===== src/rtl/id_stage.sv =====
// id_stage: instruction decode with 32x32 register file, load-use stall and registered ID/EX bundle.
// Optional same-cycle write-back bypass into operand reads: define ID_WB_BYPASS_EN.
module id_stage #(
    parameter int          RF_DEPTH = 32,
    parameter logic [31:0] PC_RESET = 32'h0
) (
    input  logic        sys_clk,
    input  logic        rst,
    input  logic [31:0] ins_in,
    input  logic [31:0] pc_in,
    input  logic [31:0] next_pc_in,
    input  logic        flush,
    input  logic        stall,
    input  logic        wb_en,
    input  logic [4:0]  wb_addr,
    input  logic [31:0] wb_data,
    output logic        hazard_stall,
    output logic        valid_out,
    output logic [31:0] pc_out,
    output logic [31:0] next_pc_out,
    output logic [5:0]  opcode_out,
    output logic [5:0]  funct_out,
    output logic [4:0]  shamt_out,
    output logic [4:0]  rs_out,
    output logic [4:0]  rt_out,
    output logic [4:0]  rd_out,
    output logic [31:0] rs_data,
    output logic [31:0] rt_data,
    output logic [31:0] imm_out
);
    logic [31:0] rf [RF_DEPTH];
    logic [5:0]  opc;
    logic [4:0]  rs_idx, rt_idx;
    logic [31:0] rs_rd, rt_rd, rs_val, rt_val, imm;
    logic        is_load, kill;
    assign opc    = ins_in[31:26];
    assign rs_idx = ins_in[25:21];
    assign rt_idx = ins_in[20:16];
    assign rs_rd  = (rs_idx == 5'd0) ? '0 : rf[rs_idx];
    assign rt_rd  = (rt_idx == 5'd0) ? '0 : rf[rt_idx];
`ifdef ID_WB_BYPASS_EN
    assign rs_val = (wb_en && wb_addr != 5'd0 && wb_addr == rs_idx) ? wb_data : rs_rd;
    assign rt_val = (wb_en && wb_addr != 5'd0 && wb_addr == rt_idx) ? wb_data : rt_rd;
`else
    assign rs_val = rs_rd;
    assign rt_val = rt_rd;
`endif
    always_comb begin
        imm = (opc inside {6'h0C, 6'h0D, 6'h0E}) ? {16'h0, ins_in[15:0]} :
              (opc == 6'h0F) ? {ins_in[15:0], 16'h0} : {{16{ins_in[15]}}, ins_in[15:0]};
    end
    assign is_load      = opcode_out inside {6'h20, 6'h21, 6'h23, 6'h24, 6'h25};
    assign hazard_stall = !flush && valid_out && is_load && rt_out != 5'd0 &&
                          (rt_out == rs_idx || rt_out == rt_idx);
    assign kill         = flush | hazard_stall;
    always_ff @(posedge sys_clk or posedge rst) begin
        if (rst)
            for (int i = 0; i < RF_DEPTH; i++) rf[i] <= '0;
        else if (wb_en && wb_addr != 5'd0)
            rf[wb_addr] <= wb_data;
    end
    // Flush and hazard bubbles both empty the slot; stall only holds when no flush.
    always_ff @(posedge sys_clk or posedge rst) begin
        if (rst) begin
            valid_out   <= 1'b0;
            pc_out      <= PC_RESET;
            next_pc_out <= PC_RESET;
            opcode_out  <= '0;
            funct_out   <= '0;
            shamt_out   <= '0;
            rs_out      <= '0;
            rt_out      <= '0;
            rd_out      <= '0;
            rs_data     <= '0;
            rt_data     <= '0;
            imm_out     <= '0;
        end else if (flush || !stall) begin
            valid_out   <= !kill;
            pc_out      <= kill ? PC_RESET : pc_in;
            next_pc_out <= kill ? PC_RESET : next_pc_in;
            opcode_out  <= kill ? '0 : opc;
            funct_out   <= kill ? '0 : ins_in[5:0];
            shamt_out   <= kill ? '0 : ins_in[10:6];
            rs_out      <= kill ? '0 : rs_idx;
            rt_out      <= kill ? '0 : rt_idx;
            rd_out      <= kill ? '0 : ins_in[15:11];
            rs_data     <= kill ? '0 : rs_val;
            rt_data     <= kill ? '0 : rt_val;
            imm_out     <= kill ? '0 : imm;
        end
    end
endmodule


===== config.mk =====
export PLATFORM = sky130hd
export DESIGN_NAME = id_stage
export DESIGN_NICKNAME = d
export VERILOG_FILES = /design/src/rtl/id_stage.sv
export SDC_FILE = /design/constraint.sdc
export NUM_CORES = 2
export LEC_CHECK = 0
export ABC_AREA = 1
export BUFFER_PORTS_ARGS = -buffer_cell sky130_fd_sc_hd__buf_2
export CAP_MARGIN = 20
export CORE_MARGIN = 2
export CORE_UTILIZATION = 25
export CTS_CLUSTER_SIZE = 25
export DETAILED_ROUTE_END_ITERATION = 7
export SYNTH_ARGS = -nofsm -noshare
export SYNTH_HDL_FRONTEND = slang
export SYNTH_SLANG_ARGS = --single-unit

===== constraint.sdc =====
create_clock -name sys_clk -period 40.2 [get_ports sys_clk]
set_input_delay 4.02 -clock sys_clk [delete_from_list [all_inputs] [get_ports sys_clk]]
set_output_delay 4.02 -clock sys_clk [all_outputs]
set_load 0.05 [all_outputs]

# Word level (Yosys, flattened, before mapping)
# Index checks and enable logic that the tools add are counted.
# word_totals
ff_bits,1217
output_inout_bits,194
word_cells,104
# op_classes
order_cmp,4
eq_ne,11
n_mux,24
n_bitwise,4
n_reduce_logical,17
# ops
operator,count
1024-bit bitwise mux,1
32-bit two-way mux,13
32-bit binary-select mux with 5-bit select,2
32-bit demux with 5-bit select,1
31-bit two-way mux,1
6-bit == test (second input constant),5
6-bit by 4-bit == test with 1-bit output (second input constant),4
5-bit two-way mux,4
6-bit >= comparator (second input constant),3
5-bit NOT with 6-bit output,3
5-bit nonzero test,3
6-bit two-way mux,2
5-bit == test,2
5-bit logical NOT,2
1-bit logical AND,6
6-bit by 1-bit less-than comparator with 1-bit output (second input constant),1
1-bit logical NOT,3
3-bit nonzero test,1
1-bit logical OR,2
1-bit bitwise OR,1

# Logic depth before layout (Yosys ltp)
# logic_depth
ltp_word,7
depth_mapped,12

# Least setup slack after synthesis
# Ideal clock, no wire load.
# synth_timing
kind,input to output
startpoint,in ins_in[25]
endpoint,out hazard_stall
t_arrival_ns,5.251
path_slack_ns,30.929
path_stages,10
n_path_buf,2
path_cell_list,buf_2 inv_2 nand2_1 nand2_1 nor2_1 nand3_1 nand2_1 nand2_1 clkbuf_1 inv_1
# synth_between
elab_chain_cells,3
# synth_lines
element,line_no,source
"start, declared",9,"input logic [31:0] ins_in,"
5-bit == test,54,(rt_out == rs_idx || rt_out == rt_idx);
1-bit logical OR,54,
1-bit logical AND,53,assign hazard_stall = !flush && valid_out && is_load && rt_out != 5'd0 &&
"end, declared",17,"output logic hazard_stall,"
# Every way passes these cells.

# Worst setup path after layout
# layout_timing
startpoint,in ins_in[21]
endpoint,out hazard_stall
# Same word-level chain as after synthesis.

==> key figures <==
Outcome
  • Outcome: complete, no violations

Synth
  • Syn Area/Cell: 6.92 sq um
  • Yosys top cell area share: 46.4%
  • Synth area leader: dfrtp_1
  • Post-Synthesis Cell Area: ~0.066 sq mm
  • Distinct cells, synth: 29
  • Warnings from Yosys: 0
  • Synth area leaders: dfrtp_1 (46%), nand2_1 (20%), nand3_1 (12%)
  • Net Count, Synth: approximately 9,600
  • Seq cells post-synth: 1,217
  • Post-synthesis sequential area ratio: 46.4%
  • Syn Inst Count: 9,487

Power and ir drop
  • LEAKAGE: roughly 36 nW
  • PwrDens: 48.5 mW/mm^2
  • Tot Pwr: 3.61 mW
  • Max rail drop VDD: around 0.044 mV

Cells and area
  • Final core utilization: 28.4%
  • Area grow syn2layout: 13.4%
  • Post-Layout Inst Area: 0.0744 sq mm
  • Final net count: 9,409
  • Layout cells sized above 1: slightly below 8%
  • Commonest non-fill, non-tap cell in the layout: nand2_1
  • Layout Cells excl Fill: 12,900
  • Layout fillers: 28,700
  • Most frequent cells in the layout: nand2_1 (3,563), nand3_1 (1,563), dfrtp_1 (1,217), o21ai_0 (847), inv_1 (782)

Critical path
  • R2r endpoint: rs_out[3]
  • CP max stage cell: buf_8
  • CP cell instances: buf_8 -> inv_8 -> nand2_1 -> nand2_1 -> nor2_1 -> nand3_1 -> nand2_1 -> nand2_2 -> inv_1 -> buf_2
  • Worst Path Arrival: 6.13 ns
  • Kind of critical path: in -> out
  • FF-to-FF setup slack: 36.75 ns
  • R2R depth: 10
  • Crit path top cell by count: nand2_1
  • Reg2reg start: rt_out[1]
  • Critical Path RT: ~36 ns
  • CP endpoint kind: output port
  • Startpoint types: input port
  • Worst-path fanout max: 120
  • CP peak stage delay: 0.45 ns

Detailed routing
  • Post-route DRC: 0
  • Vias per Instance: 4.96
  • Drt wl/cell: roughly 21 microns
  • Post-DRT Antenna Nets: 0
  • 1st-iter DRT viols: 8,457
  • Via count: 64,000
  • First drt pass iteration count: 6
  • DRT Wirelength: 269,000 microns

Die
  • Die Ht: 516 microns
  • Die Width: 516 microns
  • Core Rows: around 190
  • Initial core utilization: 25.1%
  • Core Area: ~0.26 sq mm
  • IO Pins: 332
  • Die area: roughly 0.27 sq mm

Placement
  • Routability cong.: 0.846
  • I/O Buffers: 331
  • Dpl hpwl: 150,000 microns
  • Dpl cell area: 0.0697 sq mm
  • Post-Place Setup Slack: slightly above 30 ns
  • Placed Instances: ~13,000

Clock tree
  • H-tree levels: 4
  • CTS Buffer Depth: 3
  • CTS buffer count: 131
  • Post-CTS resize count: 0
  • Clock transition at path regs: 0.06 ns
  • Post-CTS Setup Repair Bufs: 0
  • CTS sink cnt: 1,217
  • CTS tree: built
  • Clk root buf: clkbuf_16
  • Hold_buf cts: 0
  • Worst skew pair latency: 0.81 ns

Global routing
  • Initial antenna violation count: 28
  • Largest net degree at the start of global routing: 201
  • GR Overflow Total: 0
  • Vias in the first global route: 58,600
  • First-pass GRT wire length: 396,000 microns
  • Overall Global Routing Usage: 19.5%

STA
  • Setup WS post-layout: 30.05 ns
  • Slew HR: ~11%
  • Setup_tns: 0 ns
  • Final Skew: 0.0305 ns
  • Crit share post-route: 25.2%
  • Worst hold slack: approximately 0.38 ns
  • FMAX: 0.0985 GHz
  • RSZ-0062 raised after global routing: false
  • Final Hold Viols: 0
  • Final worst path period need: 10.15 ns
  • Setup violations, final: 0
  • Final max-slew violation count: 0
  • Least-Margin Pin Slew: 1.33 ns

Worst hold path
  • Hold Path Class: reg -> reg
  • Worst hold path depth: 0
  • Hold_sp: rf[995]
  • Hold endpoint: rf[995]

Run
  • Max Cap Viol: 0
[synth_stat cells]
| master | instances |
|---|---|
| nor2_2 | 5 |
| nor2_4 | 7 |
| nand2_1 | 3576 |
| nor3_4 | 1 |
| xor2_1 | 1 |
| nor2_1 | 179 |
| nand4_1 | 3 |
| o21ai_2 | 1 |
| a22oi_1 | 1 |
| or2_0 | 7 |
| o211ai_1 | 64 |
| or2_1 | 1 |
| or2_2 | 7 |
| nand2_2 | 5 |
| buf_2 | 137 |
| o22ai_1 | 4 |
| clkbuf_1 | 557 |
| o21ai_1 | 219 |
| xnor2_1 | 2 |
| dfrtp_1 | 1217 |
| clkinv_1 | 2 |
| o21ai_0 | 847 |
| inv_1 | 785 |
| buf_1 | 93 |
| nand3_2 | 1 |
| nand3_1 | 1571 |
| nor3_1 | 16 |
| a21oi_1 | 162 |
| inv_2 | 16 |
[routing by layer]
metal	vias up	global-route usage [%]	part of all wire, %
li1	29700	-	-
met1	30500	25.7	40
met2	3118	30.1	44
met3	697	4.02	9.3
met4	24	10.4	5.6
met5	-	0	0.055
[worst max-delay path, delay by kind of cell]
family	cells	cell delay, ns
buffers and inverters	4	1.21
and+or+nand+nor	6	0.71
[layout make-up]
class / count / area (sq um) / area share, %
diodes: 11 / 27.5 / 0.0370
clock buffers: 190 / 3910 / 5.25
clock inverters: 46 / 639 / 0.860
inverters: 803 / 3060 / 4.12
multi-input cells: 6680 / 29200 / 39.3
flip-flops and latches: 1217 / 30500 / 40.9
well taps: 3515 / 4400 / 5.91
repair buffers: 438 / 2640 / 3.55
[where the power goes]
group	switching, mW	internal, mW	leakage (nW)
clock network	0.545	0.761	2.23
logic	0.522	0.230	18.5
registers	0.111	1.44	15.3
total	1.18	2.43	36.1
[logic make-up after synthesis]
logic type | Yosys count | share of synthesized area (%)
compound gates | 1298 | 10.2
buf+inv | 1590 | 9.36
xor+xnor | 3 | 0.0401
flops | 1217 | 46.4
simple gates | 5379 | 34.0
[state kept, by name, summed over array words and instances, names as in the netlist]
signal and count:
funct_out 6, shamt_out 5, rs_out 5, valid_out 1, rt_data 32, rf 1024
rd_out 5, rs_data 32, next_pc_out 32, pc_out 32, imm_out 32, opcode_out 6
rt_out 5
[worst max-delay path by stage]
stage,startpoint,endpoint,slack (ns),cells past startpoint
2_1_floorplan,rst,funct_out[0],1.89,1
3_3_place_gp,ins_in[20],hazard_stall,30.12,11
3_5_place_dp,ins_in[20],hazard_stall,30.18,11
4_1_cts,ins_in[20],hazard_stall,30.18,11
5_1_grt,ins_in[20],hazard_stall,30.09,11
6_report,ins_in[21],hazard_stall,30.05,10
Note: power is estimated with default switching activity, not from simulation.
